## src/rtl/trap_pkg.sv

```systemverilog
// -----------------------------------------------------------------------------
// trap_pkg
//   Shared types and level data for the spike trap engine.
//   - trap_trigger_t : one runtime-writable trigger table entry
//   - SPIKE_INIT_X/Y : spawn position of every spike (restored on reset/rearm)
//   - SPIKE_INIT_DIR : render orientation, 0 = points up, 1 = points down
//   - default_trigger: trigger table contents loaded on reset (current level)
//   The struct field widths follow COORD_BITS/VEL_BITS/SPK_COUNT, so the top
//   must be built with matching COORD_W/VEL_W/NUM_SPIKES.
// -----------------------------------------------------------------------------
package trap_pkg;

    localparam int COORD_BITS = 10;
    localparam int VEL_BITS   = 5;
    localparam int SPK_COUNT  = 24;
    localparam int TRIG_COUNT = 8;
    localparam int PARK_Y_DEF = 360;

    typedef struct packed {
        logic                       en;
        logic [COORD_BITS-1:0]      x_lo;
        logic [COORD_BITS-1:0]      x_hi;
        logic [COORD_BITS-1:0]      y_max;
        logic signed [VEL_BITS-1:0] vel;
        logic                       gravity;
        logic [SPK_COUNT-1:0]       mask;
    } trap_trigger_t;

    // Spike i spawns at X = 8 + 20*i.
    localparam logic [COORD_BITS-1:0] SPIKE_INIT_X [SPK_COUNT] = '{
        10'd8,   10'd28,  10'd48,  10'd68,  10'd88,  10'd108, 10'd128, 10'd148,
        10'd168, 10'd188, 10'd208, 10'd228, 10'd248, 10'd268, 10'd288, 10'd308,
        10'd328, 10'd348, 10'd368, 10'd388, 10'd408, 10'd428, 10'd448, 10'd468
    };

    // Spikes 0-7 hang from a ledge, 8-15 sit on the floor, 16-23 on a platform.
    localparam logic [COORD_BITS-1:0] SPIKE_INIT_Y [SPK_COUNT] = '{
        10'd215, 10'd215, 10'd215, 10'd215, 10'd215, 10'd215, 10'd215, 10'd215,
        10'd293, 10'd293, 10'd293, 10'd293, 10'd293, 10'd293, 10'd293, 10'd293,
        10'd136, 10'd136, 10'd136, 10'd136, 10'd136, 10'd136, 10'd136, 10'd136
    };

    localparam logic [SPK_COUNT-1:0] SPIKE_INIT_DIR = 24'hFF00FF;

    function automatic trap_trigger_t default_trigger(input int t);
        trap_trigger_t e;
        e = '0;
        case (t)
            0: e = '{en: 1'b1, x_lo: 10'd100, x_hi: 10'd110, y_max: 10'd479,
                     vel: 5'sd4, gravity: 1'b0, mask: 24'h000F00};
            1: e = '{en: 1'b1, x_lo: 10'd500, x_hi: 10'd520, y_max: 10'd479,
                     vel: 5'sd2, gravity: 1'b1, mask: 24'h00F000};
            2: e = '{en: 1'b1, x_lo: 10'd300, x_hi: 10'd320, y_max: 10'd479,
                     vel: -5'sd8, gravity: 1'b0, mask: 24'h0000FF};
            3: e = '{en: 1'b1, x_lo: 10'd400, x_hi: 10'd420, y_max: 10'd479,
                     vel: 5'sd1, gravity: 1'b1, mask: 24'hFF0000};
            default: e = '0;
        endcase
        return e;
    endfunction

endpackage

```

## src/rtl/spike_trigger_match.sv

```systemverilog
// -----------------------------------------------------------------------------
// spike_trigger_match
//   Combinational window test for one trigger entry. hit is high when the entry
//   is enabled, has not fired yet, and the player lies inside the inclusive
//   window x_lo <= man_x <= x_hi, man_y <= y_max (all unsigned).
// Ports
//   en, x_lo, x_hi, y_max  in   fields of the trigger entry
//   fired                  in   entry already fired since reset/rearm
//   man_x, man_y           in   player position
//   hit                    out  entry matches this frame
// -----------------------------------------------------------------------------
module spike_trigger_match
    import trap_pkg::*;
(
    input  logic                  en,
    input  logic [COORD_BITS-1:0] x_lo,
    input  logic [COORD_BITS-1:0] x_hi,
    input  logic [COORD_BITS-1:0] y_max,
    input  logic                  fired,
    input  logic [COORD_BITS-1:0] man_x,
    input  logic [COORD_BITS-1:0] man_y,
    output logic                  hit
);

    assign hit = en && !fired
              && (man_x >= x_lo) && (man_x <= x_hi)
              && (man_y <= y_max);

endmodule

```

## src/rtl/spike_trap_engine.sv

```systemverilog
// -----------------------------------------------------------------------------
// spike_trap_engine
//   Trigger-table driven spike controller. Each frame the player position is
//   checked against every trigger entry; a matching entry launches the spikes
//   in its mask with its velocity (constant or gravity motion). Spikes leaving
//   the play area are parked at PARK_Y.
// Ports
//   frame_clk        in   frame clock, all state on rising edge
//   Reset            in   async active-high, full reinit incl. trigger table
//   ManX, ManY       in   player position
//   Dead             in   freeze motion and trigger evaluation
//   Rearm            in   sync respawn; trigger table kept
//   cfg_we/idx/entry in   trigger table write port
//   SpikeX, SpikeY   out  packed positions, spike i at [i*COORD_W +: COORD_W]
//   Draw_direction   out  0 = points up, 1 = points down
//   Triggered        out  spike launched since reset/rearm
//   Parked           out  spike parked off-play
// -----------------------------------------------------------------------------
module spike_trap_engine
    import trap_pkg::*;
#(
    parameter int NUM_SPIKES   = SPK_COUNT,
    parameter int NUM_TRIGGERS = TRIG_COUNT,
    parameter int COORD_W      = COORD_BITS,
    parameter int VEL_W        = VEL_BITS,
    parameter int PARK_Y       = PARK_Y_DEF,
    parameter int VMAX         = 8,
    parameter int ACCEL_DIV    = 4,
    localparam int IDX_W       = (NUM_TRIGGERS > 1) ? $clog2(NUM_TRIGGERS) : 1
) (
    input  logic                          frame_clk,
    input  logic                          Reset,
    input  logic [COORD_W-1:0]            ManX,
    input  logic [COORD_W-1:0]            ManY,
    input  logic                          Dead,
    input  logic                          Rearm,
    input  logic                          cfg_we,
    input  logic [IDX_W-1:0]              cfg_idx,
    input  trap_trigger_t                 cfg_entry,
    output logic [NUM_SPIKES*COORD_W-1:0] SpikeX,
    output logic [NUM_SPIKES*COORD_W-1:0] SpikeY,
    output logic [NUM_SPIKES-1:0]         Draw_direction,
    output logic [NUM_SPIKES-1:0]         Triggered,
    output logic [NUM_SPIKES-1:0]         Parked
);

    localparam int ACC_W = (ACCEL_DIV > 1) ? $clog2(ACCEL_DIV) : 1;
    localparam logic [ACC_W-1:0]          ACC_LAST = ACC_W'(ACCEL_DIV - 1);
    localparam logic [COORD_W-1:0]        PARK_Y_C = COORD_W'(PARK_Y);
    localparam logic signed [COORD_W+1:0] PARK_Y_S = (COORD_W+2)'(PARK_Y);
    localparam logic signed [VEL_W-1:0]   VMAX_P   = VEL_W'(VMAX);
    localparam logic signed [VEL_W-1:0]   VMAX_N   = VEL_W'(-VMAX);
    localparam logic signed [VEL_W-1:0]   ONE_V    = VEL_W'(1);

    trap_trigger_t              table_q [NUM_TRIGGERS];
    trap_trigger_t              table_d [NUM_TRIGGERS];
    logic [NUM_TRIGGERS-1:0]    fired_q, fired_d;
    logic [NUM_TRIGGERS-1:0]    hit;

    logic [COORD_W-1:0]         y_q   [NUM_SPIKES];
    logic [COORD_W-1:0]         y_d   [NUM_SPIKES];
    logic signed [VEL_W-1:0]    vel_q [NUM_SPIKES];
    logic signed [VEL_W-1:0]    vel_d [NUM_SPIKES];
    logic [NUM_SPIKES-1:0]      trig_q, trig_d;
    logic [NUM_SPIKES-1:0]      park_q, park_d;
    logic [NUM_SPIKES-1:0]      grav_q, grav_d;
    logic [NUM_SPIKES-1:0]      up_q, up_d;     // launch sign, 1 = upward
    logic [ACC_W-1:0]           acc_q, acc_d;
    logic                       acc_wrap;

    logic                       launch      [NUM_SPIKES];
    logic signed [VEL_W-1:0]    launch_vel  [NUM_SPIKES];
    logic                       launch_grav [NUM_SPIKES];
    logic signed [COORD_W+1:0]  next_y      [NUM_SPIKES];

    for (genvar t = 0; t < NUM_TRIGGERS; t++) begin : g_match
        spike_trigger_match u_match (
            .en    (table_q[t].en),
            .x_lo  (table_q[t].x_lo),
            .x_hi  (table_q[t].x_hi),
            .y_max (table_q[t].y_max),
            .fired (fired_q[t]),
            .man_x (ManX),
            .man_y (ManY),
            .hit   (hit[t])
        );
    end

    for (genvar i = 0; i < NUM_SPIKES; i++) begin : g_out
        assign SpikeX[i*COORD_W +: COORD_W] = SPIKE_INIT_X[i];
        assign SpikeY[i*COORD_W +: COORD_W] = y_q[i];
    end

    assign Draw_direction = SPIKE_INIT_DIR;
    assign Triggered      = trig_q;
    assign Parked         = park_q;
    assign acc_wrap       = (acc_q == ACC_LAST);

    // Per-spike priority resolve: scanning from the top index down leaves the
    // lowest matching trigger as the winner.
    always_comb begin
        for (int i = 0; i < NUM_SPIKES; i++) begin
            launch[i]      = 1'b0;
            launch_vel[i]  = '0;
            launch_grav[i] = 1'b0;
            for (int t = NUM_TRIGGERS - 1; t >= 0; t--) begin
                if (hit[t] && table_q[t].mask[i]) begin
                    launch[i]      = 1'b1;
                    launch_vel[i]  = table_q[t].vel;
                    launch_grav[i] = table_q[t].gravity;
                end
            end
        end
    end

    // Two guard bits keep the sum free of wrap-around so both exits are seen.
    always_comb begin
        for (int i = 0; i < NUM_SPIKES; i++) begin
            next_y[i] = $signed({2'b00, y_q[i]})
                      + $signed({{(COORD_W+2-VEL_W){vel_q[i][VEL_W-1]}}, vel_q[i]});
        end
    end

    always_comb begin
        table_d = table_q;
        fired_d = fired_q;
        y_d     = y_q;
        vel_d   = vel_q;
        trig_d  = trig_q;
        park_d  = park_q;
        grav_d  = grav_q;
        up_d    = up_q;
        acc_d   = acc_q;

        // Evaluation this edge uses table_q, so a new entry acts next edge.
        if (cfg_we && (int'(cfg_idx) < NUM_TRIGGERS)) begin
            table_d[cfg_idx] = cfg_entry;
        end

        if (Rearm) begin
            fired_d = '0;
            trig_d  = '0;
            park_d  = '0;
            grav_d  = '0;
            up_d    = '0;
            acc_d   = '0;
            for (int i = 0; i < NUM_SPIKES; i++) begin
                y_d[i]   = SPIKE_INIT_Y[i];
                vel_d[i] = '0;
            end
        end else if (!Dead) begin
            acc_d   = acc_wrap ? '0 : acc_q + 1'b1;
            fired_d = fired_q | hit;
            for (int i = 0; i < NUM_SPIKES; i++) begin
                if (trig_q[i] && !park_q[i]) begin
                    if (grav_q[i] && acc_wrap) begin
                        if (up_q[i]) begin
                            if (vel_q[i] > VMAX_N) vel_d[i] = vel_q[i] - ONE_V;
                        end else begin
                            if (vel_q[i] < VMAX_P) vel_d[i] = vel_q[i] + ONE_V;
                        end
                    end
                    if (next_y[i][COORD_W+1] || (next_y[i] >= PARK_Y_S)) begin
                        y_d[i]    = PARK_Y_C;
                        vel_d[i]  = '0;
                        park_d[i] = 1'b1;
                    end else begin
                        y_d[i] = next_y[i][COORD_W-1:0];
                    end
                end else if (!trig_q[i] && launch[i]) begin
                    // Launch edge loads velocity only; motion starts next edge.
                    vel_d[i]  = launch_vel[i];
                    trig_d[i] = 1'b1;
                    grav_d[i] = launch_grav[i];
                    up_d[i]   = launch_vel[i][VEL_W-1];
                end
            end
        end
    end

    always_ff @(posedge frame_clk or posedge Reset) begin
        if (Reset) begin
            for (int t = 0; t < NUM_TRIGGERS; t++) begin
                table_q[t] <= default_trigger(t);
            end
            for (int i = 0; i < NUM_SPIKES; i++) begin
                y_q[i]   <= SPIKE_INIT_Y[i];
                vel_q[i] <= '0;
            end
            fired_q <= '0;
            trig_q  <= '0;
            park_q  <= '0;
            grav_q  <= '0;
            up_q    <= '0;
            acc_q   <= '0;
        end else begin
            table_q <= table_d;
            y_q     <= y_d;
            vel_q   <= vel_d;
            fired_q <= fired_d;
            trig_q  <= trig_d;
            park_q  <= park_d;
            grav_q  <= grav_d;
            up_q    <= up_d;
            acc_q   <= acc_d;
        end
    end

endmodule

```

## config.mk

```make
export PLATFORM = sky130hd
export DESIGN_NAME = spike_trap_engine
export DESIGN_NICKNAME = d
export VERILOG_FILES = /design/src/rtl/trap_pkg.sv /design/src/rtl/spike_trigger_match.sv /design/src/rtl/spike_trap_engine.sv
export SDC_FILE = /design/constraint.sdc
export NUM_CORES = 2
export LEC_CHECK = 0
export ABC_AREA = 1
export BUFFER_PORTS_ARGS = -buffer_cell sky130_fd_sc_hd__buf_2
export CAP_MARGIN = 20
export CELL_PAD_IN_SITES_DETAIL_PLACEMENT = 2
export CELL_PAD_IN_SITES_GLOBAL_PLACEMENT = 2
export CORE_UTILIZATION = 31
export CTS_CLUSTER_DIAMETER = 80
export DETAILED_ROUTE_END_ITERATION = 6
export PLACE_DENSITY = 0.88
export SYNTH_ARGS = -nofsm -noshare
export SYNTH_HDL_FRONTEND = slang
export SYNTH_SLANG_ARGS = --single-unit
```

## constraint.sdc

```tcl
create_clock -name frame_clk -period 27.7 [get_ports frame_clk]
set_input_delay 1.385 -clock frame_clk [delete_from_list [all_inputs] [get_ports frame_clk]]
set_output_delay 1.385 -clock frame_clk [all_outputs]
set_load 0.02 [all_outputs]
```

==> impl.org <==
** CTS
- Clock tree from TritonCTS :: done
- CTS Buf Count :: around 140
- Post-CTS timing repair inserted 0 buffers for setup.
- The H-tree generated during clock tree synthesis spans 4 levels.
- Post-CTS repair changed the size of 0 cells.
- The clock net in this run drives a total of 954 sinks.
- Reg clk slew, reported paths :: 0.05 ns
- The clock passes through at most 3 buffers.
- Worst skew pair latency :: 0.87 ns
- The tree is rooted in a clkbuf_16.
- Buffers inserted to repair hold after CTS numbered 0.

** Setup path
- The worst register-to-register path begins at table_q[482].
- Data on the critical path arrives at its endpoint at 6.13 ns.
- STA classifies the critical path startpoint as an input port.
- Tracing the worst setup path back leads to its startpoint at ManX[3].
- Chain of cells forming the critical path :: buf_2 > ha_1 > a21oi_1 > o21ai_0 > nand2_1 > nand3_1 > nand2_1 > nand3_2 > nor2_1 > nor3_1 > nand2_1 > nor2_1 > nand3_1 > nand2_1 > nand2_1 > nand2_2 > inv_2 > nor2_1 > a21oi_1
- The largest single stage delay on the critical path is 0.95 ns.
- Counting stages on the worst path, the most repeated cell is nand2_1.
- The endpoint identified for the worst register-to-register timing path is vel_q[65].
- Start-to-end type of the worst setup path :: input port to register
- Levels on crit path :: 19
- The critical path ends at vel_q[65].
- For the worst flop-to-flop path, the logic depth is 21.
- WP buf/inv :: 2
- In this run the register-to-register setup slack is between 20 and 25 ns.
- CP max FO :: 25
- Worst Setup End Kind :: register
- For the worst setup path, the data required time is 28.44 ns.
- Highest-delay cell along the critical path :: nand3_2
- Crit path max-delay family :: simple AND/OR/NAND/NOR gates

** Final layout
- In the final layout, the multi-input gates occupy 44060 µm².
- After the last flow step, the layout net total stands at around 12000.
- FF+latch area :: about 24000 µm²
- Number of filler instances in the final layout :: 29560
- Post-synthesis to final-layout area growth :: 11.88%
- After routing the design area is about 86000 µm².
- Final design utilization :: a little over a third
- Of the cells placed in the final design, the portion with a size suffix greater than 1 is 9.218%.

** GRT
- The number of global-route vias before repair is 89930.
- Congestion Overflow GR :: 0
- For this run, the total global-route usage over all layers was measured as between 20% and 30%.
- Antenna violations before repair :: 38
- Maximum number of pins on one net before global-route repair :: 94
- The first global-routing pass estimated 554600 µm of wire.

** Flow run
- Max-cap violations in this run came to 0.

** Min path
- Type of the worst min-delay path :: register to register

** Yosys
- The top cell type by area accounts for around a quarter of the synthesized area.
- Biggest area consumer among synthesized cells :: dfrtp_1
- Top cell types by occurrence after synthesis :: nand2_1, inv_1, o21ai_0
- The cell count after synthesis came out at 11300.
- Register bit count reported by yosys :: 954
- Number of synthesized flops with an enable pin :: 0
- For this run, the number of Yosys warnings is 0.
- By instance count, the leading cell after synthesis is nand2_1.
- Register area share after synthesis :: 31.45%
- Largest cells by area after synthesis :: dfrtp_1, nand2_1, ha_1
- Top_reg_cell synth :: dfrtp_1
- Cell area after synthesis :: 76670 µm²
- Mean instance size in the synthesized netlist :: approximately 6.8 µm²
- The number of different library cells used by synthesis comes to 67.
- For this run, asynchronously set or reset flops after synthesis account for 100.0%.

** Timing
- Slew Limit Headroom :: 21.20%
- Final period util :: 19.45%
- Total Neg Setup Slack :: 0 ns
- The number of slew-limit violations in the final report is 0.
- Max Clock Skew :: 0.07004 ns
- RSZ-0062 raised after global routing :: false
- Number of endpoints with negative hold slack in the final report :: 0
- The worst path needs 5.388 ns of the cycle, external delays included.
- Tightest Pin Transition :: 1.182 ns
- Count of final setup violators :: 0
- Upper clock frequency limit :: around 190 MHz

** Floorplan
- The core region is 245900 µm².
- 641 I/O pins were placed.
- The floorplan has 182 rows.
- Die area :: 249300 µm²
- Die W :: 499.3 µm
- Overall die height :: roughly 500 µm
- Initial cell density of the core :: a little under a third

** Outcome
- The run finished with clean final reports.

** Drt
- Initial DRC count :: 5430
- Vias :: 81380
- Using the TritonRoute via totals, the vias-per-cell ratio works out to 5.466.
- Wirelength, routed :: 364500 µm
- The count of nets left with antenna violations once routing finished came out at 0.
- After detailed routing, the number of remaining DRC violations is 0.
- Drt first pass iters :: 6
- WL per Instance :: about 24 µm

** Place
- Post-detailed-placement half-perimeter wirelength :: 256100 µm
- Placed instance area :: 80750 µm²
- Input/output buffers :: 376
- The congestion estimate from routability-driven global placement came to between 0.9 and 1.

** Power and ir drop
- Summing internal, switching and leakage power gives between 0.007 and 0.008 W.
- Leakage power :: 44.33 nW
- In this run the power density over the cells is 82.76 nW/µm².
- Peak supply drop :: about 0.06 mV
sequential cells by signal, indices dropped and copies added, names as in the netlist:
register	flops
acc_q	2
vel_q	120
table_q	488
grav_q	24
up_q	24
Triggered	24
Parked	24
SpikeY	240
fired_q	8
power breakdown:
group	switching, W	internal (W)	leakage, nW
logic	0.00217	0.000903	30.0
clock network	0.000800	0.00114	2.40
registers	0.000393	0.00169	12.0
kinds of logic after synthesis:
logic type	Yosys count	synth area share (%)
compound gates	2108	15.24
flops	954	31.45
xor+xnor	219	2.502
fa+ha+maj	625	10.67
buf+inv	2234	12.48
other cells	2	0.009795
simple gates	5157	27.65
metal layers:
metal	wire, µm	share of wire (%)	vias up	GRT usage (%)
li1	-	-	36520	-
met1	152400	42	41500	35.55
met2	173700	48	2446	48.93
met3	22790	6.3	868	4.867
met4	15360	4.2	34	11.97
met5	220	0.060	-	0
stage by stage:
step           cells  setup WS [ns]  hold WS (ns)
2_1_floorplan  11560          13.34        0.4403
3_3_place_gp   14610          21.79        0.4610
3_5_place_dp   14620          21.64        0.4731
4_1_cts        14870          22.39        0.4905
5_1_grt        14870          22.21        0.5021
6_report       14890          22.31        0.4882
layout make-up:
cell class	count	share of cell area, %
diodes	16	0.04668
multi-input cells	8373	51.37
inverters	1620	7.102
clock inverters	53	1.058
repair buffers	450	2.900
well taps	3220	4.697
clock buffers	201	4.709
flip-flops and latches	954	28.12
how the worst min path moves through the flow:
stage                  from            to  slack [ns]  depth (start not counted)
3_5_place_dp   table_q[118]  table_q[118]        0.47                          2
6_report        table_q[93]   table_q[93]        0.49                          2
3_3_place_gp       acc_q[1]      acc_q[1]        0.46                          2
4_1_cts        table_q[124]  table_q[124]        0.49                          2
5_1_grt        table_q[384]  table_q[384]        0.50                          2
2_1_floorplan      acc_q[0]      acc_q[0]        0.44                          1
tightest hold or removal path, stage by stage, from the launching register on:
cell,delay (ns)
dfrtp_1,0.34
nand2_1,0.05
o21ai_0,0.06
cell usage in the layout, fill, tap and decap left out, drive strengths merged, types with 192 or more instances in the layout:
master,n
dfrtp,762
nand3,873
dfstp,192
clkbuf,201
a21oi,530
buf,450
nor2,655
ha,577
inv,1618
o21ai,1177
conb,264
nand2,3401
No activity file was read; power rests on OpenSTA's default activity.
